## config.mk

```make
export PLATFORM = sky130hd
export DESIGN_NAME = qam_sample_deserializer
export DESIGN_NICKNAME = d
export VERILOG_FILES = /design/src/rtl/qam_pkg.sv /design/src/rtl/qam_sample_fifo.sv /design/src/rtl/qam_sample_deserializer.sv
export SDC_FILE = /design/constraint.sdc
export NUM_CORES = 1
export LEC_CHECK = 0
export ABC_AREA = 1
export CORE_ASPECT_RATIO = 0.75
export CORE_MARGIN = 2
export CORE_UTILIZATION = 40
export DETAILED_ROUTE_END_ITERATION = 10
export GPL_TIMING_DRIVEN = 1
export PLACE_DENSITY = 0.67
export SLEW_MARGIN = 20
export SYNTH_ARGS = -nofsm -noshare
export SYNTH_HDL_FRONTEND = slang
export SYNTH_HIERARCHICAL = 1
export SYNTH_SLANG_ARGS = --single-unit
export TNS_END_PERCENT = 100
```

## constraint.sdc

```tcl
create_clock -name clk -period 3 [get_ports clk]
set_input_delay 0.45 -clock clk [delete_from_list [all_inputs] [get_ports clk]]
set_output_delay 0.45 -clock clk [all_outputs]
set_load 0.005 [all_outputs]
```

## src/rtl/qam_pkg.sv

```systemverilog
// Shared definitions for the QAM sample path.
//   SAMPLE_W      : bits per signed sample
//   CNT_W         : width of the in-sample bit counter
//   sample_t      : signed sample word, MSB is the sign bit
//   deser_state_t : framing state of the deserializer
package qam_pkg;

    localparam int unsigned SAMPLE_W = 8;
    localparam int unsigned CNT_W    = $clog2(SAMPLE_W);

    typedef logic signed [SAMPLE_W-1:0] sample_t;

    typedef enum logic {
        SYNC     = 1'b0,
        ASSEMBLE = 1'b1
    } deser_state_t;

endpackage

```

## src/rtl/qam_sample_fifo.sv

```systemverilog
// Small synchronous FIFO of signed samples with a registered head.
// Ports:
//   clk, rst  : clock, asynchronous active-high reset
//   push_i    : write data_i (ignored when full unless popping in the same cycle)
//   data_i    : sample to write
//   pop_i     : advance the head (ignored when empty)
//   data_o    : head sample, '0 while empty
//   full_o    : DEPTH entries held
//   empty_o   : no entries held
module qam_sample_fifo
    import qam_pkg::*;
#(
    parameter int unsigned DEPTH = 4
) (
    input  logic    clk,
    input  logic    rst,
    input  logic    push_i,
    input  sample_t data_i,
    input  logic    pop_i,
    output sample_t data_o,
    output logic    full_o,
    output logic    empty_o
);

    localparam int unsigned AW = $clog2(DEPTH);

    sample_t         mem_q [DEPTH];
    logic [AW-1:0]   wr_ptr_q;
    logic [AW-1:0]   rd_ptr_q;
    logic [AW:0]     count_q;
    logic            do_push;
    logic            do_pop;

    assign empty_o = (count_q == '0);
    assign full_o  = (count_q == (AW+1)'(DEPTH));

    // A pop frees a slot in the same cycle, so a push into a full FIFO
    // is accepted when it coincides with a pop.
    assign do_pop  = pop_i & ~empty_o;
    assign do_push = push_i & (~full_o | do_pop);

    assign data_o  = empty_o ? '0 : mem_q[rd_ptr_q];

    always_ff @(posedge clk or posedge rst) begin
        if (rst) begin
            for (int unsigned i = 0; i < DEPTH; i++) begin
                mem_q[i] <= '0;
            end
            wr_ptr_q <= '0;
            rd_ptr_q <= '0;
            count_q  <= '0;
        end else begin
            if (do_push) begin
                mem_q[wr_ptr_q] <= data_i;
                wr_ptr_q        <= wr_ptr_q + AW'(1);
            end
            if (do_pop) begin
                rd_ptr_q <= rd_ptr_q + AW'(1);
            end
            case ({do_push, do_pop})
                2'b10:   count_q <= count_q + (AW+1)'(1);
                2'b01:   count_q <= count_q - (AW+1)'(1);
                default: count_q <= count_q;
            endcase
        end
    end

endmodule

```

## src/rtl/qam_sample_deserializer.sv

```systemverilog
// Re-assembles LSB-first serial samples from the QAM modulator, checks
// framing against the sample-complete strobe and buffers finished samples
// in a FIFO behind a valid/ready interface.
// Ports:
//   clk, rst      : clock, asynchronous active-high reset
//   bit_in        : serial data bit, one per clock
//   bit_last      : strobe marking the final (MSB) bit of a sample
//   sample_out    : signed sample at FIFO head ('0 when empty)
//   sample_valid  : FIFO non-empty
//   sample_ready  : consumer takes the head when valid & ready
//   locked        : framing aligned
//   frame_err     : one-cycle pulse on a framing violation
//   overflow      : sticky, a completed sample was dropped on a full FIFO
//   err_count     : saturating frame-error counter (only with QAM_DESER_ERRCNT_EN)
// Build option: define QAM_DESER_ERRCNT_EN to add err_count.
module qam_sample_deserializer
    import qam_pkg::*;
#(
    parameter int unsigned FIFO_DEPTH = 4
) (
    input  logic        clk,
    input  logic        rst,
    input  logic        bit_in,
    input  logic        bit_last,
    output sample_t     sample_out,
    output logic        sample_valid,
    input  logic        sample_ready,
    output logic        locked,
    output logic        frame_err,
    output logic        overflow
`ifdef QAM_DESER_ERRCNT_EN
    ,
    output logic [15:0] err_count
`endif
);

    localparam logic [CNT_W-1:0] LAST_IDX = CNT_W'(SAMPLE_W - 1);

    deser_state_t          state_q, state_d;
    logic [CNT_W-1:0]      count_q, count_d;
    // The MSB never needs storing: it arrives with the strobe and goes
    // straight into the pushed word.
    logic [SAMPLE_W-2:0]   shift_q, shift_d;
    logic                  frame_err_q, frame_err_d;
    logic                  overflow_q, overflow_d;
    logic                  push;
    sample_t               word;
    logic                  fifo_full;
    logic                  fifo_empty;
    logic                  pop;

    always_comb begin
        state_d     = state_q;
        count_d     = count_q;
        shift_d     = shift_q;
        push        = 1'b0;
        frame_err_d = 1'b0;
        word        = {bit_in, shift_q};
        case (state_q)
            SYNC: begin
                if (bit_last) begin
                    state_d = ASSEMBLE;
                    count_d = '0;
                end
            end
            ASSEMBLE: begin
                if (count_q == LAST_IDX) begin
                    count_d = '0;
                    shift_d = '0;
                    if (bit_last) begin
                        push = 1'b1;
                    end else begin
                        frame_err_d = 1'b1;
                        state_d     = SYNC;
                    end
                end else if (bit_last) begin
                    // Early strobe: drop the partial word but treat this
                    // strobe as the new alignment point.
                    frame_err_d = 1'b1;
                    count_d     = '0;
                    shift_d     = '0;
                end else begin
                    shift_d[count_q] = bit_in;
                    count_d          = count_q + CNT_W'(1);
                end
            end
            default: begin
                state_d = SYNC;
                count_d = '0;
            end
        endcase
    end

    assign pop        = sample_valid & sample_ready;
    assign overflow_d = overflow_q | (push & fifo_full & ~pop);

    always_ff @(posedge clk or posedge rst) begin
        if (rst) begin
            state_q     <= SYNC;
            count_q     <= '0;
            shift_q     <= '0;
            frame_err_q <= 1'b0;
            overflow_q  <= 1'b0;
        end else begin
            state_q     <= state_d;
            count_q     <= count_d;
            shift_q     <= shift_d;
            frame_err_q <= frame_err_d;
            overflow_q  <= overflow_d;
        end
    end

    qam_sample_fifo #(
        .DEPTH (FIFO_DEPTH)
    ) u_fifo (
        .clk     (clk),
        .rst     (rst),
        .push_i  (push),
        .data_i  (word),
        .pop_i   (pop),
        .data_o  (sample_out),
        .full_o  (fifo_full),
        .empty_o (fifo_empty)
    );

    assign sample_valid = ~fifo_empty;
    assign locked       = (state_q == ASSEMBLE);
    assign frame_err    = frame_err_q;
    assign overflow     = overflow_q;

`ifdef QAM_DESER_ERRCNT_EN
    logic [15:0] err_cnt_q;

    always_ff @(posedge clk or posedge rst) begin
        if (rst) begin
            err_cnt_q <= '0;
        end else if (frame_err_d && (err_cnt_q != '1)) begin
            err_cnt_q <= err_cnt_q + 16'd1;
        end
    end

    assign err_count = err_cnt_q;
`endif

endmodule

```

==> reports/qor.csv <==
metric,value,unit
power.leakage,1.63,nW
antenna_found_initial,0,
crit_type,flop to flop,
htreeDepth,2,
cts_resized,0,
layout-area-overhead-vs-synth,8.75,%
syn_nets,372,
hold_buffers,0,
r2r-start,u_fifo/count_q[2]$_DFFE_PP0P_,
grt_max_degree,40,
ys_types,26,
power.density_cell_area,596,nW/um2
setup_violations,0,
ys_async_sr_fraction,1.00,
port_buffers,16,
grt_pass1_vias,2146,
root_buffer,clkbuf_8,
yosysWarningCount,6,
routed_wirelength,6220,um
die_y,76.9,um
relSlewSlack,0.660,
path_max_fanout,16,
synthFlopType,dfrtp_1,
dr.first_iter.drc_count,140,
yosysSeqAreaShare,0.460,
vias_per_cell,5.13,
multi_input_area,1300,um2
endpoint_kind,flop,
fin_skew,0.00626,ns
worstMarginPinSlew,0.510,ns
cts_buffer_depth,2,
rows,26,
clk_pin_slew,0.09,ns
synth-seq-cells,52,
fillCellCount,674,
core_area,6830,um2
hold_ws,0.476,ns
cts_setup_buffers,0,
cts_tree,yes,
reg2reg_to,u_fifo/count_q[1]$_DFFE_PP0P_,
antenna_cells,0,
tns,0,ns
die_area,7770,um2
seqCellArea,1300,um2
rsz0062_at_grt,false,
grt_pass1_wl,10600,um
place_congestion,0.845,
overflow,0,
wire_per_inst,13.8,um
layout-drive-gt1-share,0.0654,
syn_avg_cell_area,7.95,um2
drcViolationCount,0,
peakVddDrop,0.195,mV
fin_crit_sh,0.885,
cts_inserted_buffers,5,
ios,17,
critPathArrivalTime,2.89,ns
dr.pass1.iters,4,
status,"complete, no violations",
reg2reg_slack,0.35,ns
max_freq,0.377,GHz
worstRegToRegCells,11,
netlist_area,2830,um2
vias,2315,
period_minus_slack,2.65,ns
synth_cells,356,
dpl.hpwl,4260,um
worstPathRequired,3.23,ns
maxCapViolations,0,
post-route-util,0.451,
antenna_left,0,
die_w,101,um
hp-class,input port to async pin,
finalMaxSlewViolations,0,
synth_edf_count,0,
final_net_count,382,
crit_path_start_kind,flop,
hold_violations,0,
start_util,0.414,
grt_use_total,0.173,
insertion_delay,0.31,ns
clock-sinks,52,
cells in the final DEF (no fill, tap or decap), types with 2 or more instances in the layout:
master / count
a21oi_1: 8
buf_4: 5
clkbuf_1: 2
clkbuf_8: 6
clkdlybuf4s50_1: 16
dfrtp_1: 52
ha_1: 10
inv_1: 19
inv_2: 3
nand2_1: 147
nand3_1: 10
nand3_2: 5
nand4_1: 32
nor2_1: 26
o21ai_0: 13
xnor2_1: 2
xor2_1: 2
layout make-up:
cell class / count / area share
inverters: 23 / 0.0280
repair buffers: 21 / 0.0642
clock buffers: 8 / 0.0293
multi-input cells: 263 / 0.422
flip-flops and latches: 52 / 0.423
well taps: 84 / 0.0341
cell usage after synthesis, drive strengths merged, types with 2 or more instances:
cell,n,area share
dfrtp,52,0.46
ha,10,0.044
xor2,2,0.0062
nand3,15,0.035
nor2,28,0.041
xnor2,2,0.0062
o21ai,13,0.023
clkbuf,3,0.0040
inv,22,0.029
a21oi,8,0.014
buf,15,0.047
nand2,148,0.20
nand4,32,0.071
critical path, cell delays in order (launching register included):
cell and delay [ns]:
dfrtp_1 0.38, inv_1 0.09, nand2_1 0.09, clkinv_1 0.32, nor2_1 0.31, inv_1 0.08
nand3_2 0.23, nand2_1 0.16, ha_1 0.24, inv_1 0.08, fa_1 0.41, o21ai_0 0.17
kinds of logic (layout without fill, tap and decap cells):
| logic type | count (synthesis) | count (layout) | share of synthesized area |
|---|---|---|---|
| buffers and inverters | 41 | 52 | 0.0817 |
| AND/OR/NAND/NOR | 225 | 225 | 0.350 |
| adder cells (fa/ha/maj) | 11 | 11 | 0.0513 |
| flip-flops | 52 | 52 | 0.460 |
| XOR/XNOR | 4 | 4 | 0.0124 |
| AO/OA/AOI/OAI | 23 | 23 | 0.0451 |
flip-flops by register name, indices dropped and copies added (netlist names):
| signal | flops |
|---|---|
| u_fifo/mem_q | 32 |
| u_fifo/count_q | 3 |
| frame_err | 1 |
| overflow | 1 |
| shift_q | 7 |
| u_fifo/wr_ptr_q | 2 |
| u_fifo/rd_ptr_q | 2 |
| locked | 1 |
| count_q | 3 |
metal layers:
metal	wire [um]	vias to the layer above	share of wire	track usage
met1	3030	1088	0.49	0.261
met4	124	0	0.020	0.0622
li1	-	1166	-	-
met3	383	12	0.062	0.0346
met2	2680	49	0.43	0.244
met5	0	-	0	0
worst max-delay path by stage:
| stage | start | to | cells past startpoint |
|---|---|---|---|
| 2_1_floorplan | count_q[0]$_DFFE_PP0P_ | u_fifo/count_q[2]$_DFFE_PP0P_ | 13 |
| 3_3_place_gp | sample_ready | u_fifo/count_q[2]$_DFFE_PP0P_ | 12 |
| 3_5_place_dp | u_fifo/count_q[0]$_DFFE_PP0P_ | u_fifo/count_q[1]$_DFFE_PP0P_ | 11 |
| 4_1_cts | u_fifo/count_q[0]$_DFFE_PP0P_ | u_fifo/count_q[1]$_DFFE_PP0P_ | 11 |
| 5_1_grt | u_fifo/count_q[1]$_DFFE_PP0P_ | u_fifo/count_q[1]$_DFFE_PP0P_ | 11 |
| 6_report | u_fifo/count_q[2]$_DFFE_PP0P_ | u_fifo/count_q[1]$_DFFE_PP0P_ | 11 |
through the flow:
stage	cells	instance area (um2)	power (mW)	setup slack, ns
5_1_grt	451	3080	1.96	0.0929
2_1_floorplan	356	2830	1.29	0.595
3_3_place_gp	443	2990	1.41	0.470
4_1_cts	451	3080	1.84	0.365
6_report	451	3080	1.83	0.346
3_5_place_dp	443	2990	1.43	0.366
power by group:
part / leakage [nW] / switching, mW / internal [mW]
logic: 0.877 / 0.371 / 0.225
registers: 0.704 / 0.0688 / 0.751
clock network: 0.0455 / 0.229 / 0.189
total: 1.63 / 0.670 / 1.17
Power figures use the tool's default switching activity.
